--- src/rtl/led_drv_pkg.sv ---
// rtl/led_drv_pkg.sv - shared mode encodings and helpers for the LED status driver
package led_drv_pkg;

  localparam int MODE_W = 2;

  typedef enum logic [MODE_W-1:0] {
    MODE_OFF   = 2'd0,
    MODE_ON    = 2'd1,
    MODE_BLINK = 2'd2,
    MODE_PWM   = 2'd3
  } mode_e;

  // Channel index width, never below one bit so a single-channel build still has a port.
  function automatic int ch_width(input int n);
    return (n > 1) ? $clog2(n) : 1;
  endfunction

endpackage

--- src/rtl/led_status_driver_if.sv ---
// rtl/led_status_driver_if.sv - config write port, event inputs and LED outputs
interface led_status_driver_if
  import led_drv_pkg::*;
#(
  parameter int NUM_CH = 10,
  parameter int PWM_W  = 8
);

  localparam int CH_W = ch_width(NUM_CH);

  logic              cfg_we;
  logic [CH_W-1:0]   cfg_ch;
  logic [MODE_W-1:0] cfg_mode;
  logic [PWM_W-1:0]  cfg_arg;
  logic [NUM_CH-1:0] events;
  logic [NUM_CH-1:0] led;

  modport master (output cfg_we, cfg_ch, cfg_mode, cfg_arg, events, input led);
  modport slave  (input cfg_we, cfg_ch, cfg_mode, cfg_arg, events, output led);

endinterface

--- src/rtl/led_channel.sv ---
// rtl/led_channel.sv - one LED channel: mode/arg registers, output mux, optional event stretch
// Optional feature: LED_EVENT_STRETCH_EN adds a per-channel event stretch counter.
module led_channel
  import led_drv_pkg::*;
#(
  parameter int         CNT_W       = 24,
  parameter int         PWM_W       = 8,
  parameter int         STRETCH_CYC = 2500000,
  parameter mode_e      RST_MODE    = MODE_OFF,
  parameter logic [PWM_W-1:0] RST_ARG = '0
) (
  input  logic              clk,
  input  logic              rst_n,
  input  logic              we,
  input  logic [MODE_W-1:0] mode_in,
  input  logic [PWM_W-1:0]  arg_in,
  input  logic              evt,
  input  logic [CNT_W-1:0]  cnt,
  output logic              led
);

  mode_e            mode_q;
  logic [PWM_W-1:0] arg_q;
  logic [PWM_W-1:0] arg_wr;
  logic             mode_bit;
  logic             force_on;

  // Blink taps beyond the counter are clamped so the stored arg always names a real bit.
  always_comb begin
    arg_wr = arg_in;
    if (mode_e'(mode_in) == MODE_BLINK && int'(arg_in) > CNT_W - 1) begin
      arg_wr = PWM_W'(CNT_W - 1);
    end
  end

  always_ff @(posedge clk or negedge rst_n) begin
    if (!rst_n) begin
      mode_q <= RST_MODE;
      arg_q  <= RST_ARG;
    end else if (we) begin
      mode_q <= mode_e'(mode_in);
      arg_q  <= arg_wr;
    end
  end

  always_comb begin
    mode_bit = 1'b0;
    case (mode_q)
      MODE_ON:    mode_bit = 1'b1;
      MODE_BLINK: mode_bit = |(cnt & (CNT_W'(1) << arg_q));
      MODE_PWM:   mode_bit = cnt[PWM_W-1:0] < arg_q;
      default:    mode_bit = 1'b0;
    endcase
  end

`ifdef LED_EVENT_STRETCH_EN
  localparam int SW = $clog2(STRETCH_CYC + 1);

  logic [SW-1:0] stretch;

  always_ff @(posedge clk or negedge rst_n) begin
    if (!rst_n) begin
      stretch <= '0;
    end else if (evt) begin
      stretch <= SW'(STRETCH_CYC);
    end else if (stretch != '0) begin
      stretch <= stretch - SW'(1);
    end
  end

  assign force_on = (stretch != '0);
`else
  wire unused_evt = evt;

  assign force_on = 1'b0;
`endif

  always_ff @(posedge clk or negedge rst_n) begin
    if (!rst_n) begin
      led <= 1'b0;
    end else begin
      led <= force_on | mode_bit;
    end
  end

endmodule

--- src/rtl/led_status_driver.sv ---
// rtl/led_status_driver.sv - multi-channel LED driver sharing one free-running prescale counter
// Optional feature: LED_EVENT_STRETCH_EN enables per-channel event stretching.
module led_status_driver
  import led_drv_pkg::*;
#(
  parameter int NUM_CH      = 10,
  parameter int CNT_W       = 24,
  parameter int PWM_W       = 8,
  parameter int STRETCH_CYC = 2500000
) (
  input logic                CLOCK_50,
  input logic                reset_n,
  led_status_driver_if.slave bus
);

  localparam int CH_W = ch_width(NUM_CH);

  logic [CNT_W-1:0]  cnt;
  logic [NUM_CH-1:0] led_w;

  always_ff @(posedge CLOCK_50 or negedge reset_n) begin
    if (!reset_n) begin
      cnt <= '0;
    end else begin
      cnt <= cnt + CNT_W'(1);
    end
  end

  // Top channel resets to blinking at the counter MSB, matching the legacy heartbeat.
  for (genvar i = 0; i < NUM_CH; i++) begin : g_ch
    localparam bit IS_TOP = (i == NUM_CH - 1);

    led_channel #(
      .CNT_W       (CNT_W),
      .PWM_W       (PWM_W),
      .STRETCH_CYC (STRETCH_CYC),
      .RST_MODE    (IS_TOP ? MODE_BLINK : MODE_OFF),
      .RST_ARG     (IS_TOP ? PWM_W'(CNT_W - 1) : PWM_W'(0))
    ) u_ch (
      .clk     (CLOCK_50),
      .rst_n   (reset_n),
      .we      (bus.cfg_we && (bus.cfg_ch == CH_W'(i))),
      .mode_in (bus.cfg_mode),
      .arg_in  (bus.cfg_arg),
      .evt     (bus.events[i]),
      .cnt     (cnt),
      .led     (led_w[i])
    );
  end

  assign bus.led = led_w;

endmodule
--- src/flat_wrapper.sv ---
// flat-port wrapper written by rule: the top's interface ports become plain ports
module led_status_driver_flat import led_drv_pkg::*;
#(
  parameter int NUM_CH      = 10,
  parameter int CNT_W       = 24,
  parameter int PWM_W       = 8,
  parameter int STRETCH_CYC = 2500000
)
  (CLOCK_50, reset_n, bus_cfg_we, bus_cfg_ch, bus_cfg_mode, bus_cfg_arg, bus_events, bus_led);
  led_status_driver_if #(.NUM_CH(NUM_CH), .PWM_W(PWM_W)) bus_i ();
  input logic CLOCK_50;
  input logic reset_n;
  input wire logic [$bits(bus_i.cfg_we)-1:0] bus_cfg_we;
  input wire logic [$bits(bus_i.cfg_ch)-1:0] bus_cfg_ch;
  input wire logic [$bits(bus_i.cfg_mode)-1:0] bus_cfg_mode;
  input wire logic [$bits(bus_i.cfg_arg)-1:0] bus_cfg_arg;
  input wire logic [$bits(bus_i.events)-1:0] bus_events;
  output wire logic [$bits(bus_i.led)-1:0] bus_led;
  assign bus_i.cfg_we = bus_cfg_we;
  assign bus_i.cfg_ch = bus_cfg_ch;
  assign bus_i.cfg_mode = bus_cfg_mode;
  assign bus_i.cfg_arg = bus_cfg_arg;
  assign bus_i.events = bus_events;
  assign bus_led = bus_i.led;
  led_status_driver #(.NUM_CH(NUM_CH), .CNT_W(CNT_W), .PWM_W(PWM_W), .STRETCH_CYC(STRETCH_CYC)) u_core (.CLOCK_50(CLOCK_50), .reset_n(reset_n), .bus(bus_i));
endmodule
--- config.mk ---
export PLATFORM = sky130hd
export DESIGN_NAME = led_status_driver_flat
export DESIGN_NICKNAME = d
export VERILOG_FILES = /design/src/rtl/led_drv_pkg.sv /design/src/rtl/led_status_driver_if.sv /design/src/rtl/led_channel.sv /design/src/rtl/led_status_driver.sv /design/src/flat_wrapper.sv
export SDC_FILE = /design/constraint.sdc
export NUM_CORES = 1
export LEC_CHECK = 0
export CORE_MARGIN = 2
export CORE_UTILIZATION = 25
export CTS_CLUSTER_DIAMETER = 80
export DETAILED_ROUTE_END_ITERATION = 8
export PLACE_DENSITY = 0.44
export REMOVE_ABC_BUFFERS = 1
export SLEW_MARGIN = 40
export SYNTH_ARGS = -nofsm -noshare
export SYNTH_HDL_FRONTEND = slang
export SYNTH_SLANG_ARGS = --single-unit
--- constraint.sdc ---
create_clock -name CLOCK_50 -period 2.4 [get_ports CLOCK_50]
set_input_delay 0.36 -clock CLOCK_50 [delete_from_list [all_inputs] [get_ports CLOCK_50]]
set_output_delay 0.36 -clock CLOCK_50 [all_outputs]
set_load 0.005 [all_outputs]
==> summary.md <==
| Metric | Value |
|---|---|
| Ratio of cells with drive above 1 in the final layout | `17.0%` |
| DP Area | `0.0104 sq mm` |
| Actual slew at the worst max-slew pin | `0.564 ns` |
| I/O Pins | `37` |
| Dominant synthesized flop cell | `dfrtp_1` |
| Cell Rows | `70` |
| Post-synth EDFFs | `0` |
| TritonCTS Buffers | `17` |
| Area of the multi-input gates | `0.00519 sq mm` |
| Routability cong. | `0.818` |
| Via count | `7518` |
| Yosys cell types | `63` |
| Critical path class | `flip-flop to flip-flop` |
| Port Buf Inserts | `26` |
| Element type at the critical path start | `flip-flop` |
| RR Startpoint | `u_core.g_ch[1].u_ch.arg_q[0]$_DFFE_PN0P_` |
| Post-Synthesis Cell Area | `0.00918 sq mm` |
| Antenna violations before repair | `1` |
| # H-tree levels | `4` |
| Clock transition at path regs | `0.06 ns` |
| Setup TNS | `0 ns` |
| DIE HEIGHT | `196 microns` |
| Largest stage delay, worst path | `0.64 ns` |
| RSZ-0062 raised after global routing | `false` |
| Avg Inst Size Synth | `9.41 sq um` |
| Metal2 WL | `13.4 mm` |
| Fmax | `456 MHz` |
| P_leak | `0.00480 uW` |
| Worst slack at placement | `0.109 ns` |
| Clock Sinks | `134` |
| Max-cap violations | `0` |
| Clock Skew | `0.0117 ns` |
| Final instance area | `0.0111 sq mm` |
| DR top layer | `met4` |
| Max VDD drop | `0.000508 V` |
| Status | `complete, no violations` |
| Number of global-route vias before repair | `7526` |
| CTS Buffer Depth | `2` |
| GRT overflow | `0` |
| CP cell instances | `mux4_1 > mux4_2 > and2_4 > o2111ai_2 > o21ai_1` |
| Finished Layout Cells | `1501` |
| 1st-pass router iterations | `5` |
| Post-DP HPWL | `20.5 mm` |
| Die width | `196 microns` |
| Net Sw Frac | `31.3%` |
| Setup ws final | `0.208 ns` |
| Final Hold Vio Count | `0` |
| Diodes inserted | `0` |
| Final #Nets | `1118` |
| Avg Vias per Cell | `5.01` |
| Switching power total | `2520 uW` |
| Synth Register Bits | `134` |
| Antenna violation net count after detailed routing | `0` |
| Ys async rst share | `100%` |
| Global-route usage over all layers | `16.0%` |
| R2r setup slk | `0.21 ns` |
| Core Footprint | `0.0363 sq mm` |
| Critical Path RT | `2.71 ns` |
| DR WL/cell | `19.5 microns` |
| Slew Limit Headroom | `61.4%` |
| Detail Route met3 WL | `925 microns` |
| Sequential area share after synthesis | `36.6%` |
| Power density cells | `728 mW/mm^2` |
| Clk pwr share | `36.2%` |
| Initial Utilization | `25.2%` |
| Period utilization | `91.3%` |
| Syn Inst Count | `975` |
| Yosys warnings | `0` |
| Slowest-stage cell, CP | `mux4_1` |
| Flop pwr share | `40.6%` |
| P&R area growth vs syn | `20.7%` |
| Wire length on met1 | `14.5 mm` |
| Residual DRC | `0` |
| R2r endpoint | `u_core.g_ch[1].u_ch.led$_DFF_PN0_` |
| Internal | `5530 uW` |
| TritonCTS clock tree | `built` |
| Die area | `0.0383 sq mm` |
| Crit path capture | `u_core.g_ch[1].u_ch.led$_DFF_PN0_` |
| Largest net degree at the start of global routing | `37` |
| Global-route wire length before repair | `46.4 mm` |
| Final setup vio count | `0` |
| Fillcell total | `3728` |
| Comb pwr share | `23.2%` |
| Crit Path Max Fanout | `8` |
| Critical path arrival | `2.50 ns` |
| Min cycle time layout | `2.19 ns` |
| Drt total wl | `29.3 mm` |
| Most frequent cells in the layout | `126 x dfrtp_1, 116 x nand2_1, 85 x o21ai_0, 75 x inv_1, 71 x ha_1` |
| Latest clock arrival within the worst-skew pair | `0.44 ns` |
| FF-to-FF path depth | `5` |
| Cell count after placement | `1468` |
| CP Launch Point | `u_core.g_ch[1].u_ch.arg_q[0]$_DFFE_PN0P_` |
| Critical Path Sink Type | `flip-flop` |
| Register area | `0.00336 sq mm` |
| Fin. max-slew vios | `0` |
| First DRT Iteration DRCs | `620` |
| Most common cell after layout, fill and taps aside | `dfrtp_1` |
| CTS root buf | `clkbuf_16` |
| Worst Hold Class | `primary input to async pin` |
-- stage by stage --
| step | utilization [%] | total power (uW) | hold WS (ns) |
|---|---|---|---|
| floorplan | - | 4440 | 0.0644 |
| global placement | 28.6 | 5170 | 0.292 |
| detailed placement | 28.6 | 5200 | 0.298 |
| CTS | 30.5 | 8180 | 0.419 |
| global route | 30.5 | 8610 | 0.450 |
| finish | 30.5 | 8060 | 0.412 |
-- metal layers --
layer / vias to the layer above / GRT usage, %
li1: 3613 / -
met1: 3722 / 22.7
met2: 143 / 25.1
met3: 40 / 2.54
met4: 0 / 5.00
met5: - / 0
-- kinds of logic (layout without fill, tap and decap cells) --
kind of cell	count (synthesis)	count (layout)	synth area share, %
compound gates	223	223	15.5
buf+inv	153	211	6.83
flops	134	134	36.6
mux	90	90	14.8
xor+xnor	22	22	2.10
simple gates	282	282	14.5
fa+ha+maj	71	71	9.68
-- worst min-delay path by stage --
stage                  from                                  endpoint  cells past startpoint
floorplan           reset_n                   u_core.cnt[0]$_DFF_PN0_                      0
global route        reset_n  u_core.g_ch[3].u_ch.arg_q[3]$_DFFE_PN0P_                      2
global placement    reset_n         u_core.g_ch[3].u_ch.led$_DFF_PN0_                      1
CTS                 reset_n  u_core.g_ch[3].u_ch.arg_q[3]$_DFFE_PN0P_                      2
finish              reset_n  u_core.g_ch[3].u_ch.arg_q[7]$_DFFE_PN0P_                      2
detailed placement  reset_n         u_core.g_ch[3].u_ch.led$_DFF_PN0_                      1
-- flip-flops by register name, summed over array words and instances (netlist names) --
register / flops
u_core.g_ch.u_ch.led: 10
u_core.g_ch.u_ch.mode_q: 20
u_core.cnt: 24
u_core.g_ch.u_ch.arg_q: 80
-- power by group through the flow --
| stage | combinational [uW] | sequential [uW] | clock, uW |
|---|---|---|---|
| 2_1_floorplan | 1260 | 3180 | 0 |
| 3_3_place_gp | 1860 | 3310 | 0 |
| 3_5_place_dp | 1880 | 3310 | 0 |
| 4_1_cts | 1890 | 3270 | 3010 |
| 5_1_grt | 2140 | 3370 | 3110 |
| 6_report | 1870 | 3270 | 2920 |
-- Yosys cell counts (all sizes together), types with 12 or more instances --
cell,count,area share [%]
nor2,51,2.1
ha,71,9.7
mux4,32,8.1
mux2,28,3.4
xnor2,16,1.5
o2111ai,12,1.2
clkbuf,61,2.5
nand2,116,4.7
a31oi,16,1.1
a21oi,36,2.0
o21ai,86,4.7
and3,15,1.0
mux2i,30,3.3
dfrtp,129,35
nand3,38,2.1
inv,75,3.1
buf,17,1.3
a211oi,16,1.3
-- layout make-up --
class,count,area share [%]
well taps,468,5.29
flip-flops and latches,134,30.4
multi-input cells,688,46.9
repair buffers,104,9.03
inverters,75,2.54
clock inverters,10,1.51
clock buffers,22,4.37
-- critical path: cells and delay by family, from the launching register on --
kind	cells	cell delay, ns
simple gates	1	0.17
mux	2	1.12
compound gates	2	0.24
flops	1	0.54
-- timing repair --
action                                 4_1_cts  5_1_grt
setup endpoints to repair                    0        6
gates resized for setup                      0        3
buffers inserted                             0        0
hold buffers                                 1        0
endpoints found under the hold margin       30        0
(Power assumes the default switching activity.)
